## src/rtl/output_sequencer.sv

```systemverilog
`default_nettype none
// ============================================================================
// Module      : output_sequencer
// Description : Frames NUM_RESULTS 32-bit results into lower/upper 9-bit
//               halves for the output serialiser, with valid/ready/last framing.
// Revision    : 1.0 - initial release
// ============================================================================
module output_sequencer #(
    parameter int NUM_RESULTS = 4,
    parameter int CNT_W       = $clog2(NUM_RESULTS + 1)
) (
    input  logic        clk,
    input  logic        rst,
    input  logic        start,
    input  logic        res_valid,
    input  logic [31:0] res_data,
    output logic        res_ready,
    output logic [31:0] word_out,
    output logic        sel_upper,
    output logic        out_valid,
    input  logic        out_ready,
    output logic        out_last,
    output logic        busy,
    output logic        done,
    output logic        ovf
);

    localparam logic [2:0] c_IDLE     = 3'd0;
    localparam logic [2:0] c_WAIT_RES = 3'd1;
    localparam logic [2:0] c_SEND_LO  = 3'd2;
    localparam logic [2:0] c_SEND_HI  = 3'd3;
    localparam logic [2:0] c_DONE     = 3'd4;

    localparam logic [CNT_W-1:0] c_LAST_IDX = CNT_W'(NUM_RESULTS - 1);

    logic [2:0]       r_state;
    logic [2:0]       w_state_nxt;
    logic [CNT_W-1:0] r_count;
    logic [31:0]      r_word;
    logic             r_ovf;
    logic             w_is_last;
    logic             w_start_frame;
    logic             w_accept_res;
    logic             w_accept_hi;

    assign w_is_last     = (r_count == c_LAST_IDX);
    assign w_start_frame = (r_state == c_IDLE) && start;
    assign w_accept_res  = (r_state == c_WAIT_RES) && res_valid;
    assign w_accept_hi   = (r_state == c_SEND_HI) && out_ready;

    always_comb begin
        w_state_nxt = r_state;
        case (r_state)
            c_IDLE:     if (start)     w_state_nxt = c_WAIT_RES;
            c_WAIT_RES: if (res_valid) w_state_nxt = c_SEND_LO;
            c_SEND_LO:  if (out_ready) w_state_nxt = c_SEND_HI;
            c_SEND_HI:  if (out_ready) w_state_nxt = w_is_last ? c_DONE : c_WAIT_RES;
            c_DONE:                    w_state_nxt = c_IDLE;
            default:                   w_state_nxt = c_IDLE;
        endcase
    end

    always_ff @(posedge clk or posedge rst) begin
        if (rst) begin
            r_state <= c_IDLE;
        end else begin
            r_state <= w_state_nxt;
        end
    end

    // word_out only moves on an upstream accept, so the serialiser's upper
    // half stays intact however long the downstream stalls.
    always_ff @(posedge clk or posedge rst) begin
        if (rst) begin
            r_count <= '0;
            r_word  <= '0;
            r_ovf   <= 1'b0;
        end else begin
            if (w_start_frame) begin
                r_count <= '0;
                r_ovf   <= 1'b0;
            end
            if (w_accept_res) begin
                r_word <= res_data;
                r_ovf  <= r_ovf | (|res_data[31:18]);
            end
            if (w_accept_hi) begin
                r_count <= r_count + CNT_W'(1);
            end
        end
    end

    assign res_ready = (r_state == c_WAIT_RES);
    assign word_out  = r_word;
    assign sel_upper = (r_state == c_SEND_HI);
    assign out_valid = (r_state == c_SEND_LO) || (r_state == c_SEND_HI);
    assign out_last  = (r_state == c_SEND_HI) && w_is_last;
    assign busy      = (r_state != c_IDLE);
    assign done      = (r_state == c_DONE);
    assign ovf       = r_ovf;

endmodule
`default_nettype wire

```

## config.mk

```make
export PLATFORM = sky130hd
export DESIGN_NAME = output_sequencer
export DESIGN_NICKNAME = d
export VERILOG_FILES = /design/src/rtl/output_sequencer.sv
export SDC_FILE = /design/constraint.sdc
export NUM_CORES = 1
export LEC_CHECK = 0
export ABC_AREA = 0
export BUFFER_PORTS_ARGS = -buffer_cell sky130_fd_sc_hd__buf_2
export CAP_MARGIN = 10
export CORE_UTILIZATION = 47
export CTS_BUF_LIST = sky130_fd_sc_hd__clkbuf_8 sky130_fd_sc_hd__clkbuf_16
export CTS_CLUSTER_DIAMETER = 80
export DETAILED_ROUTE_END_ITERATION = 12
export GPL_TIMING_DRIVEN = 0
export PLACE_DENSITY_LB_ADDON = 0.05
export SLEW_MARGIN = 10
export SYNTH_ARGS = -nofsm -noshare
export SYNTH_HDL_FRONTEND = slang
export SYNTH_SLANG_ARGS = --single-unit
```

## constraint.sdc

```tcl
create_clock -name clk -period 1.8 [get_ports clk]
set_input_delay 0.09 -clock clk [delete_from_list [all_inputs] [get_ports clk]]
set_output_delay 0.09 -clock clk [all_outputs]
set_load 0.005 [all_outputs]
```

After elaboration in Yosys (flattened, before gate mapping):

Cells that the tools add are included.

* bits in registers: 39
* latch bits: 0
* RAM bits: 0
* memory bits (read-only): 0
* input port bits: 37
* output and inout bits: 39
* logic and storage cells: 36
* memories: 0

* $add $sub $neg: 1
* multiply operators: 0
* div/mod/pow operators: 0
* magnitude comparators: 0
* equality and inequality tests: 9
* shift-type cells: 0
* multiplexer cells: 10
* bitwise gates (word level): 1
* reduce and logical (&&, ||, !) cells: 11

Operators with widths (count)
* 2-to-1 mux 3 bit: 7
* OR reduction 14 bit: 1
* case mux 3 bit (4 select lines): 1
* == test 3 x 2 -> 1 bit (second input constant): 3
* != test 2 bit (second input constant): 3
* logical AND 1 bit: 4
* AND reduction 4 bit: 1
* nonzero test 2 bit: 2
* adder 3 x 1 -> 3 bit (second input constant): 1
* == test 3 x 1 -> 1 bit (second input constant): 1
* == test 3 bit (second input constant): 1
* zero test 3 bit: 1
* nonzero test 3 bit: 1
* 2-to-1 mux 1 bit: 2
* != test 2 x 1 -> 1 bit (second input constant): 1
* logical OR 1 bit: 1
* bitwise OR 1 bit: 1

Depth between registers and ports, before layout:

* word-level depth: 4
* mapped depth: 5
* depth with buffers taken out: 5

Least setup slack after synthesis:

OpenSTA, ideal clock, no wires.

* path kind: reg-to-reg
* from: register r_state[2]
* to: register r_word[0], in the netlist word_out[0]
* library setup time: 0.125 ns
* arrival: 1.232 ns
* required time: 1.675 ns
* setup slack: 0.443 ns
* stages on the path, launching flop included: 5
* buffers on the path: 1
* clock period less this slack: 1.357 ns
* cell sequence: dfrtp_1 nand2b_4 nor2_8 buf_12 mux2_4

* word-level cells in the longest chain between the ends: 2

Ends and longest elaborated chain
* start, declared: line 36 `logic [2:0] r_state;`
* start signal, assigned: line 65 `r_state <= c_IDLE;`
* start signal, assigned: line 67 `r_state <= w_state_nxt;`
* == test 3 x 1 -> 1 bit: line 48 `assign w_accept_res = (r_state == c_WAIT_RES) && res_valid;`
* logical AND 1 bit: line 48
* end signal, assigned: line 84 `r_word <= res_data;`
* end, declared: line 39 `logic [31:0] r_word;`

Every way passes these cells.
A chain may end at the register's enable or synchronous reset.

Worst setup path in the final report:

* from: register r_state[2]
* to: register r_word[9], in the netlist word_out[9]

The elaborated chain is that of the path after synthesis.

==> impl_metrics.json <==
{
  "clk_pin_slew_ns": 0.07,
  "synth.yosys.seq_area_share_pct": 54.6,
  "final_cell_count_no_fill": 245,
  "crit_end": "word_out[9]",
  "powerDensity_nw_per_um2": 1730,
  "worst_setup_path_start_kind": "flip-flop",
  "track_usage_pct": 18.6,
  "n_antenna_cell": 0,
  "worst-r2r-setup-slack_ns": 0.31,
  "crit_buf_inv": 1,
  "timing.critical_path.slowest_cell_delay_ns": 0.46,
  "layout_commonest_cell": "sky130_fd_sc_hd__buf_2",
  "post_synth.cell_area_avg_sq_um": 15.8,
  "async_reset_ff_share_pct": 100,
  "setup.worst_path.end_class": "flip-flop",
  "place_worst_setup_slack_ns": 0.309,
  "holdPathStages": 2,
  "quantity_of_gates_resized_following_cts": 0,
  "die-area_sq_um": 4050,
  "chipHeight_um": 63.7,
  "io_buffers": 75,
  "post-cts-setup-buffers": 0,
  "critical_path.reg2reg.endpoint": "word_out[9]",
  "reg2reg_depth": 4,
  "synth_edf_count": 0,
  "clk_path_buf_depth": 2,
  "cap_viol_max_count": 0,
  "layout.cells.most_common_list": "76 x sky130_fd_sc_hd__buf_2, 39 x sky130_fd_sc_hd__dfrtp_1, 28 x sky130_fd_sc_hd__mux2_4",
  "r2r-start": "r_state[2]",
  "final_critical_path_setup_slack_ns": 0.307,
  "post-route-cell-area_sq_um": 2350,
  "synth.distinct_cells": 30,
  "timing.critical_path.slowest_stage_cell": "sky130_fd_sc_hd__dfrtp_1",
  "cp.required_ns": 1.97,
  "critical_path.cell_chain": "nand2b_4 > nor2_8 > buf_12 > mux2_4",
  "wl_per_cell_um": 13.8,
  "synth_net_count": 152,
  "setup-tns-final_ns": 0,
  "post_synth_instance_area_sq_um": 1790,
  "grt_start_max_net_pins": 40,
  "numClockSinks": 39,
  "fraction_of_final_layout_cells_sized_beyond_drive_strength_1_pct": 65.5,
  "final_hold_viol_count": 0,
  "finalCritPeriodShare_pct": 82.9,
  "timing.fmax_ghz": 0.670,
  "clk-insertion-delay-late_ns": 0.28,
  "total_leakage_power_nw": 1.20,
  "hold-worst-slack_ns": 0.0339,
  "drc": 0,
  "grt_overflow": 0,
  "dp_cells": 236,
  "drt_pass1_iterations": 4,
  "drt-vias-per-instance": 4.87,
  "placedInstanceArea_sq_um": 2220,
  "path_depth": 4,
  "data_arrival_time_of_the_critical_path_ns": 1.66,
  "cts_tree": "yes",
  "cts_inserted_buffers": 5,
  "crit_family": "flip-flops",
  "synth_seq_cells": 39,
  "die_w_um": 63.7,
  "detail-route-antenna-nets": 0,
  "number_of_antenna_violations_at_the_first_check_in_global_routing": 0,
  "via_count": 1192,
  "postSynthCellCount": 113,
  "postSynth.topFlopCell": "sky130_fd_sc_hd__dfrtp_1",
  "timing_max_transition_violations_final": 0,
  "row_count": 22,
  "fin_worst_skew_ns": 0.00155,
  "h-tree-depth": 2,
  "floorplan.initialDensity_pct": 48.8,
  "nFillCells": 288,
  "min-delay-path-class": "primary input to flip-flop",
  "grt_first_pass_wirelength_um": 5660,
  "min_period_ns": 1.49,
  "maxSlewHeadroom_pct": 46.1,
  "vdd_ir_drop_max_v": 0.000782,
  "ctsRootBufferMaster": "sky130_fd_sc_hd__clkbuf_8",
  "grt_pass1_vias": 1220,
  "critPathKind": "flip-flop to flip-flop",
  "critical_path_peak_fanout": 10,
  "synthesis.yosys.warnings": 0,
  "critical_path.startpoint": "r_state[2]",
  "area_growth_syn_to_layout_pct": 31.5,
  "num_io_pins": 76,
  "routabilityCongestion": 0.699,
  "run_status": "completed",
  "worst_slew_pin_slew_ns": 0.807,
  "wl_um": 3380,
  "report.final.setup_viol": 0,
  "setup_repair_after_global_routing_missed_its_margin": "false",
  "net_total_in_the_final_layout": 235,
  "drt_iter0_markers": 31,
  "dp_hpwl_um": 2480,
  "placeableCoreArea_sq_um": 3660
}
[cell families after synthesis]
group                      synth area share, %
adders and majority gates                 1.40
muxes                                     26.1
DFF                                       54.6
buffers and inverters                     4.90
and+or+nand+nor                           8.89
AOI/OAI and AO/OA                         4.13
[how the worst min path moves through the flow]
stage	end	slack [ns]	start
2_1_floorplan	r_state[2]	0.22	out_ready
4_1_cts	word_out[14]	0.02	res_data[14]
3_5_place_dp	word_out[4]	0.30	rst
6_report	word_out[14]	0.03	res_data[14]
3_3_place_gp	word_out[3]	0.32	res_data[3]
5_1_grt	word_out[1]	0.02	res_data[1]
[metrics by stage]
step / utilization (%) / total power [mW]
6_report: 64.2 / 4.07
5_1_grt: 64.2 / 4.34
4_1_cts: 64.2 / 4.12
3_5_place_dp: 60.7 / 3.35
3_3_place_gp: 60.7 / 3.29
2_1_floorplan: - / 2.73
[registers in the layout, summed over array words and instances, names as in the netlist]
register	flops
r_count	3
r_state	3
ovf	1
word_out	32
[what timing repair did]
action,4_1_cts,5_1_grt
hold buffers,1,0
endpoints found under the hold margin,39,0
setup endpoints to repair,0,0
[layout make-up]
cell class | count | area [sq um] | share of cell area, %
inverter | 4 | 15.0 | 0.639
multi-input combinational | 65 | 723 | 30.8
buffer | 5 | 72.6 | 3.09
tap | 48 | 60.1 | 2.56
clock inverter | 2 | 35.0 | 1.49
timing repair buffer | 76 | 385 | 16.4
clock buffer | 6 | 82.6 | 3.51
sequential | 39 | 976 | 41.5
[power by group]
group | internal, mW | switching, mW
logic | 1.13 | 0.656
registers | 1.31 | 0.226
clock network | 0.448 | 0.294
total | 2.89 | 1.18
[cells in the mapped netlist, types with 2 or more instances]
| library cell | n | share of area, % |
|---|---|---|
| sky130_fd_sc_hd__dfrtp_1 | 39 | 55 |
| sky130_fd_sc_hd__and2b_2 | 2 | 0.98 |
| sky130_fd_sc_hd__nor2_1 | 2 | 0.42 |
| sky130_fd_sc_hd__mux2_2 | 4 | 2.5 |
| sky130_fd_sc_hd__and2_1 | 2 | 0.70 |
| sky130_fd_sc_hd__buf_12 | 3 | 3.4 |
| sky130_fd_sc_hd__mux2_4 | 28 | 24 |
| sky130_fd_sc_hd__ha_1 | 2 | 1.4 |
| sky130_fd_sc_hd__inv_1 | 4 | 0.84 |
| sky130_fd_sc_hd__nand2_1 | 2 | 0.42 |
| sky130_fd_sc_hd__o31a_2 | 2 | 1.1 |
| sky130_fd_sc_hd__a21o_1 | 2 | 0.84 |
| sky130_fd_sc_hd__o2bb2ai_1 | 2 | 0.98 |
| sky130_fd_sc_hd__nor4_1 | 3 | 1.1 |
[metal layers]
metal | vias up | share of wire [%] | GRT usage, %
met1 | 572 | 43 | 23.7
met2 | 50 | 49 | 29.4
li1 | 566 | - | -
met5 | - | 0 | 0
met3 | 4 | 6.7 | 6.34
met4 | 0 | 1.0 | 5.97
(Power assumes the default switching activity.)
